## config.mk

```make
export PLATFORM = sky130hd
export DESIGN_NAME = alu_arbiter_seq
export DESIGN_NICKNAME = d
export VERILOG_FILES = /design/src/rtl/alu_arbiter_seq_pkg.sv /design/src/rtl/rr_arb2.sv /design/src/rtl/alu_arbiter_seq.sv
export SDC_FILE = /design/constraint.sdc
export NUM_CORES = 1
export LEC_CHECK = 0
export ABC_CLOCK_PERIOD_IN_PS = 2100
export BUFFER_PORTS_ARGS = -buffer_cell sky130_fd_sc_hd__clkbuf_2
export CORE_MARGIN = 4
export CORE_UTILIZATION = 35
export DETAILED_ROUTE_END_ITERATION = 8
export SLEW_MARGIN = 20
export SYNTH_ARGS = -nofsm -noshare
export SYNTH_HDL_FRONTEND = slang
export SYNTH_HIERARCHICAL = 1
export SYNTH_SLANG_ARGS = --single-unit
```

## constraint.sdc

```tcl
create_clock -name iClk -period 2.1 [get_ports iClk]
set_clock_uncertainty 0.2 [all_clocks]
set_input_delay 0 -clock iClk [delete_from_list [all_inputs] [get_ports iClk]]
set_output_delay 0 -clock iClk [all_outputs]
set_load 0.05 [all_outputs]
```

## src/rtl/alu_arbiter_seq_pkg.sv

```systemverilog
// Shared definitions for the ALU arbiter/sequencer: state encoding, opcodes,
// status bit positions and the opcode legality check.
package alu_arbiter_seq_pkg;

  localparam int NREQ  = 2;
  localparam int CNT_W = 8;
  localparam logic [3:0] OP_MAX = 4'd13;

  typedef enum logic [1:0] {
    ST_IDLE = 2'd0,
    ST_EXEC = 2'd1,
    ST_RESP = 2'd2
  } state_t;

  typedef enum logic [3:0] {
    OP_SUB  = 4'd0,
    OP_AND  = 4'd1,
    OP_OR   = 4'd2,
    OP_NOT  = 4'd3,
    OP_XOR  = 4'd4,
    OP_NAND = 4'd5,
    OP_NOR  = 4'd6,
    OP_XNOR = 4'd7,
    OP_SHL  = 4'd8,
    OP_SHR  = 4'd9,
    OP_ROL  = 4'd10,
    OP_ROR  = 4'd11,
    OP_INC  = 4'd12,
    OP_ADD  = 4'd13
  } opcode_t;

  localparam int ST_ZERO   = 4;
  localparam int ST_SIGN   = 3;
  localparam int ST_CARRY  = 2;
  localparam int ST_OVER7  = 1;
  localparam int ST_PARITY = 0;

  function automatic logic op_legal(input logic [3:0] op);
    return op <= OP_MAX;
  endfunction

endpackage

```

## src/rtl/rr_arb2.sv

```systemverilog
// Two-input round-robin grant. On a tie the requester that did not win last
// time is granted; a lone requester always wins.
module rr_arb2 (
  input  logic [1:0] valid,
  input  logic       last,
  output logic [1:0] grant
);

  always_comb begin
    grant = 2'b00;
    case (valid)
      2'b01:   grant = 2'b01;
      2'b10:   grant = 2'b10;
      2'b11:   grant = last ? 2'b01 : 2'b10;
      default: grant = 2'b00;
    endcase
  end

endmodule

```

## src/rtl/alu_arbiter_seq.sv

```systemverilog
// Arbitrates two requesters onto the shared 4-bit ALU, one operation in flight,
// and returns the captured result over a per-requester valid/ready channel.
module alu_arbiter_seq
  import alu_arbiter_seq_pkg::*;
(
  input  logic             iClk,
  input  logic             iRst_n,
  input  logic [1:0]       iReqValid,
  output logic [1:0]       oReqReady,
  input  logic [3:0]       iReqA0,
  input  logic [3:0]       iReqA1,
  input  logic [3:0]       iReqB0,
  input  logic [3:0]       iReqB1,
  input  logic [3:0]       iReqOp0,
  input  logic [3:0]       iReqOp1,
  output logic [1:0]       oRspValid,
  input  logic [1:0]       iRspReady,
  output logic [4:0]       oRspR,
  output logic [4:0]       oRspStatus,
  output logic             oRspErr,
  output logic [3:0]       oAluA,
  output logic [3:0]       oAluB,
  output logic [3:0]       oAluOp,
  input  logic [4:0]       iAluR,
  input  logic [4:0]       iAluStatus,
  output logic             oBusy,
  output logic [CNT_W-1:0] oOpCount,
  output state_t           oState
);

  // Handshakes: a transfer happens on a rising edge where valid and ready are
  // both high; ready never depends on anything but state and request valids.
  state_t           state_q, state_d;
  logic [1:0]       grant;
  logic             last_q, owner_q;
  logic [3:0]       a_q, b_q, op_q;
  logic [4:0]       r_q, status_q;
  logic             err_q;
  logic [CNT_W-1:0] cnt_q;
  logic             hs, sel_idx, sel_legal, rsp_acc;
  logic [3:0]       sel_a, sel_b, sel_op;

  rr_arb2 u_arb (
    .valid (iReqValid),
    .last  (last_q),
    .grant (grant)
  );

  always_comb begin
    sel_idx   = grant[1];
    sel_a     = sel_idx ? iReqA1  : iReqA0;
    sel_b     = sel_idx ? iReqB1  : iReqB0;
    sel_op    = sel_idx ? iReqOp1 : iReqOp0;
    sel_legal = op_legal(sel_op);
    hs        = (state_q == ST_IDLE) && (grant != 2'b00);
    rsp_acc   = (state_q == ST_RESP) && iRspReady[owner_q];
  end

  always_ff @(posedge iClk or negedge iRst_n) begin
    if (!iRst_n) state_q <= ST_IDLE;
    else         state_q <= state_d;
  end

  always_comb begin
    state_d = state_q;
    case (state_q)
      ST_IDLE: if (hs) state_d = sel_legal ? ST_EXEC : ST_RESP;
      ST_EXEC: state_d = ST_RESP;
      ST_RESP: if (rsp_acc) state_d = ST_IDLE;
      default: state_d = ST_IDLE;
    endcase
  end

  always_comb begin
    oReqReady = (state_q == ST_IDLE) ? grant : 2'b00;
    oRspValid = 2'b00;
    if (state_q == ST_RESP) oRspValid = owner_q ? 2'b10 : 2'b01;
    oBusy  = (state_q != ST_IDLE);
    oState = state_q;
  end

  // Operand registers load only for legal ops so the ALU inputs stay put when
  // an illegal request is bounced straight to the response phase.
  always_ff @(posedge iClk or negedge iRst_n) begin
    if (!iRst_n) begin
      last_q   <= 1'b1;
      owner_q  <= 1'b0;
      a_q      <= '0;
      b_q      <= '0;
      op_q     <= '0;
      r_q      <= '0;
      status_q <= '0;
      err_q    <= 1'b0;
      cnt_q    <= '0;
    end else begin
      if (hs) begin
        owner_q <= sel_idx;
        last_q  <= sel_idx;
        if (sel_legal) begin
          a_q  <= sel_a;
          b_q  <= sel_b;
          op_q <= sel_op;
        end else begin
          r_q      <= '0;
          status_q <= '0;
          err_q    <= 1'b1;
        end
      end
      if (state_q == ST_EXEC) begin
        r_q      <= iAluR;
        status_q <= iAluStatus;
        err_q    <= 1'b0;
      end
      if (rsp_acc) cnt_q <= cnt_q + 1'b1;
    end
  end

  assign oAluA      = a_q;
  assign oAluB      = b_q;
  assign oAluOp     = op_q;
  assign oRspR      = r_q;
  assign oRspStatus = status_q;
  assign oRspErr    = err_q;
  assign oOpCount   = cnt_q;

endmodule

```

==> metrics.yaml <==
run_status:
  status: "complete, no violations"
synth:
  synth_fa_ha_area_frac: 0.00722
  synth_cell_types: 39
  synth_nets: 195
  synthCells: 154
  synth_top_flop_cell: "dfrtp_1"
  synth_area_leaders: "dfrtp_1 (49%), mux2_2 (7.1%), mux2_4 (6.1%)"
  ys_async_sr_fraction: 1.00
  syn_avg_cell_area_sq_um: 11.3
  synth_seq_area_share: 0.506
  yosysTopAreaCell: "dfrtp_1"
  syn_area_sq_um: 1730
  muxShareOfSynthArea: 0.157
  synth_edf_count: 0
  synth_xor_area_frac: 0.0354
  ys_ff_latch: 35
  synth-simple-area-share: 0.166
  synth_top_area_frac: 0.491
  synth-compound-area-share: 0.0873
  ys_warn_count: 6
  synth_top_family_by_area: "simple AND/OR/NAND/NOR gates"
floorplan:
  die-area_sq_um: 6140
  start_util: 0.365
  io_pins: 78
  core_region_area_sq_um: 4750
  rows: 25
  die_h_microns: 78.4
  die_x_microns: 78.4
sta:
  fin_crit_sh: 0.956
  finalCriticalPeriod_ns: 2.01
  hold_viol_final: 0
  fmaxAchievable_ghz: 0.498
  worstMarginPinSlew_ns: 0.887
  finalSetupViolCount: 0
  finalMaxSlewViolations: 0
  max_slew_margin: 0.408
  timing.hold.ws_ns: 0.0493
final_layout:
  n_antenna_cell: 0
  stdcell_count: 342
  final_area_sq_um: 2710
  multi_input_area_sq_um: 797
  drive_above_1_share: 0.429
  nets: 315
  regArea_sq_um: 877
  n_fill_cell: 427
  syn_to_final_growth_pct: 56.1
grt:
  grt_max_degree: 36
  grt-ovfl-total: 0
  grt_pass1_wl_microns: 7590
  grt_pass1_vias: 1662
  antenna_found_initial: 0
  grt_usage: 0.154
power_and_ir_drop:
  p_leak_nw: 1.37
  p_total_w: 0.00449
  ir_worst_vdd_uv: 806
  power.density_nw_per_um2: 1660
setup_path:
  crit_path_end_kind: "register"
  crit_path_start_kind: "register"
  slowest_stage: "dfstp_2"
  cp.arrival_ns: 2.00
  crit_required_ns: 2.10
  crit_chain: "a21boi_4 -> buf_4 -> a22o_1 -> dlygate4sd3_1 -> a22oi_1"
  critical_path.top_delay_family: "buffers and inverters"
  worstSetupPathType: "reg2reg"
  worst-path-buf-inv: 2
  crit_fanout: 8
  cpPeakStageDelay_ns: 0.57
routing:
  routed-via-count: 1535
  drtIter0Drc: 71
  drc: 0
  ant_nets: 0
  viasPerCell: 4.49
  drt_pass1_iterations: 4
  wire_per_inst_microns: 13.2
  routed_wl_microns: 4500
cts:
  cts_buffers: 5
  cts_root_buf: "clkbuf_8"
  clk_path_buf_depth: 2
  cts.sinks: 35
  cts_tree: "built"
  post_cts_buffers: 0
  worstSkewPairLatency_ns: 0.29
  htree_levels: 2
  clk_pin_slew_ns: 0.07
placed_design:
  place_area_sq_um: 2210
  place_hpwl_microns: 3010
  io_buffers: 77
  gp_congestion: 0.732
  placed_cells: 297
flow_run:
  max-cap-violations: 0
hold_path:
  worstHoldPathType: "in2reg"
==> path summary, 6_finish.rpt <==
kind,start,end,slack [ns],depth (start not counted)
hold reg to reg,oOpCount[7],oOpCount[7],0.27,1
setup / recovery,last_q,oAluOp[1],0.09,5
hold / removal,iRspReady[0],oOpCount[0],0.05,4
setup reg to reg,last_q,oAluOp[1],0.09,5
max in group asynchronous,iRst_n,oAluA[3],0.98,2
min in group asynchronous,iRst_n,oState[0],0.17,2
==> final cells by class <==
| type | count | area share |
|---|---|---|
| Timing Repair Buffer | 120 | 0.296 |
| Multi-Input combinational cell | 104 | 0.294 |
| Tap cell | 67 | 0.0310 |
| Clock buffer | 6 | 0.0305 |
| Sequential cell | 35 | 0.324 |
| Inverter | 8 | 0.0111 |
| Clock inverter | 2 | 0.0129 |
==> metal layers <==
metal / GRT usage / routed length (microns) / vias up
met3: 0.0516 / 317 / 4
li1: - / - / 767
met5: 0 / 0 / -
met4: 0.0315 / 22 / 0
met2: 0.274 / 2250 / 57
met1: 0.180 / 1910 / 707
==> cells in the mapped netlist, types with 2 or more instances <==
cell and number:
nand4_1 2, nor2_1 5, clkbuf_1 2, buf_2 3
dfrtp_1 34, nor4_2 3, nand2_1 23, a22oi_1 2
inv_1 8, o21ai_1 10, nor2b_1 2, a21o_1 2
xor2_1 7, mux2_4 7, and2_1 2, a22o_1 3
nor3_1 3, nand2b_1 2, nand3_1 4, mux2_2 11
==> layout by cell type (no fill, tap or decap), types with 5 or more instances in the layout <==
cell type / netlist / final
buf_4: 1 / 6
clkbuf_2: 0 / 77
clkbuf_8: 0 / 6
dfrtp_1: 34 / 34
dlygate4sd3_1: 0 / 37
inv_1: 8 / 8
mux2_2: 11 / 11
mux2_4: 7 / 7
nand2_1: 23 / 23
nor2_1: 5 / 5
o21ai_1: 10 / 10
xor2_1: 7 / 7
==> worst reg2reg max path: stages (launching register included) <==
cell           delay, ns
dfstp_2             0.57
a21boi_4            0.08
buf_4               0.17
a22o_1              0.22
dlygate4sd3_1       0.55
a22oi_1             0.14
==> cell families (layout without fill, tap and decap cells) <==
| kind of cell | Yosys count | in the layout |
|---|---|---|
| simple gates | 52 | 52 |
| flops | 35 | 35 |
| compound gates | 23 | 23 |
| mux | 21 | 21 |
| buf+inv | 15 | 136 |
| xor+xnor | 7 | 7 |
| fa+ha+maj | 1 | 1 |
==> stage by stage <==
step | setup TNS, ns | setup WS [ns] | util
global route | -0.000212 | -0.000212 | 0.569
finish | 0 | 0.0930 | 0.569
CTS | 0 | 0.0234 | 0.568
floorplan | 0 | 0.162 | -
detailed placement | 0 | 0.108 | 0.465
global placement | 0 | 0.165 | 0.465
==> sequential cells by signal, summed over array words and instances (netlist names) <==
| signal | count |
|---|---|
| oRspErr | 1 |
| oOpCount | 8 |
| oAluB | 4 |
| oState | 2 |
| oRspR | 5 |
| last_q | 1 |
| oAluA | 4 |
| oRspStatus | 5 |
| oAluOp | 4 |
| owner_q | 1 |
==> power by group <==
part / total (W) / switching, W / internal (W)
clock network: 0.000622 / 0.000238 / 0.000384
logic: 0.00259 / 0.00182 / 0.000769
registers: 0.00127 / 0.000266 / 0.00101
==> what timing repair did <==
action / in CTS / in global routing
hold buffers: 37 / 1
hold endpoints to repair: 56 / 1
resized for setup: 0 / 1
setup endpoints to repair: 0 / 7
No activity file was read; power rests on OpenSTA's default activity.
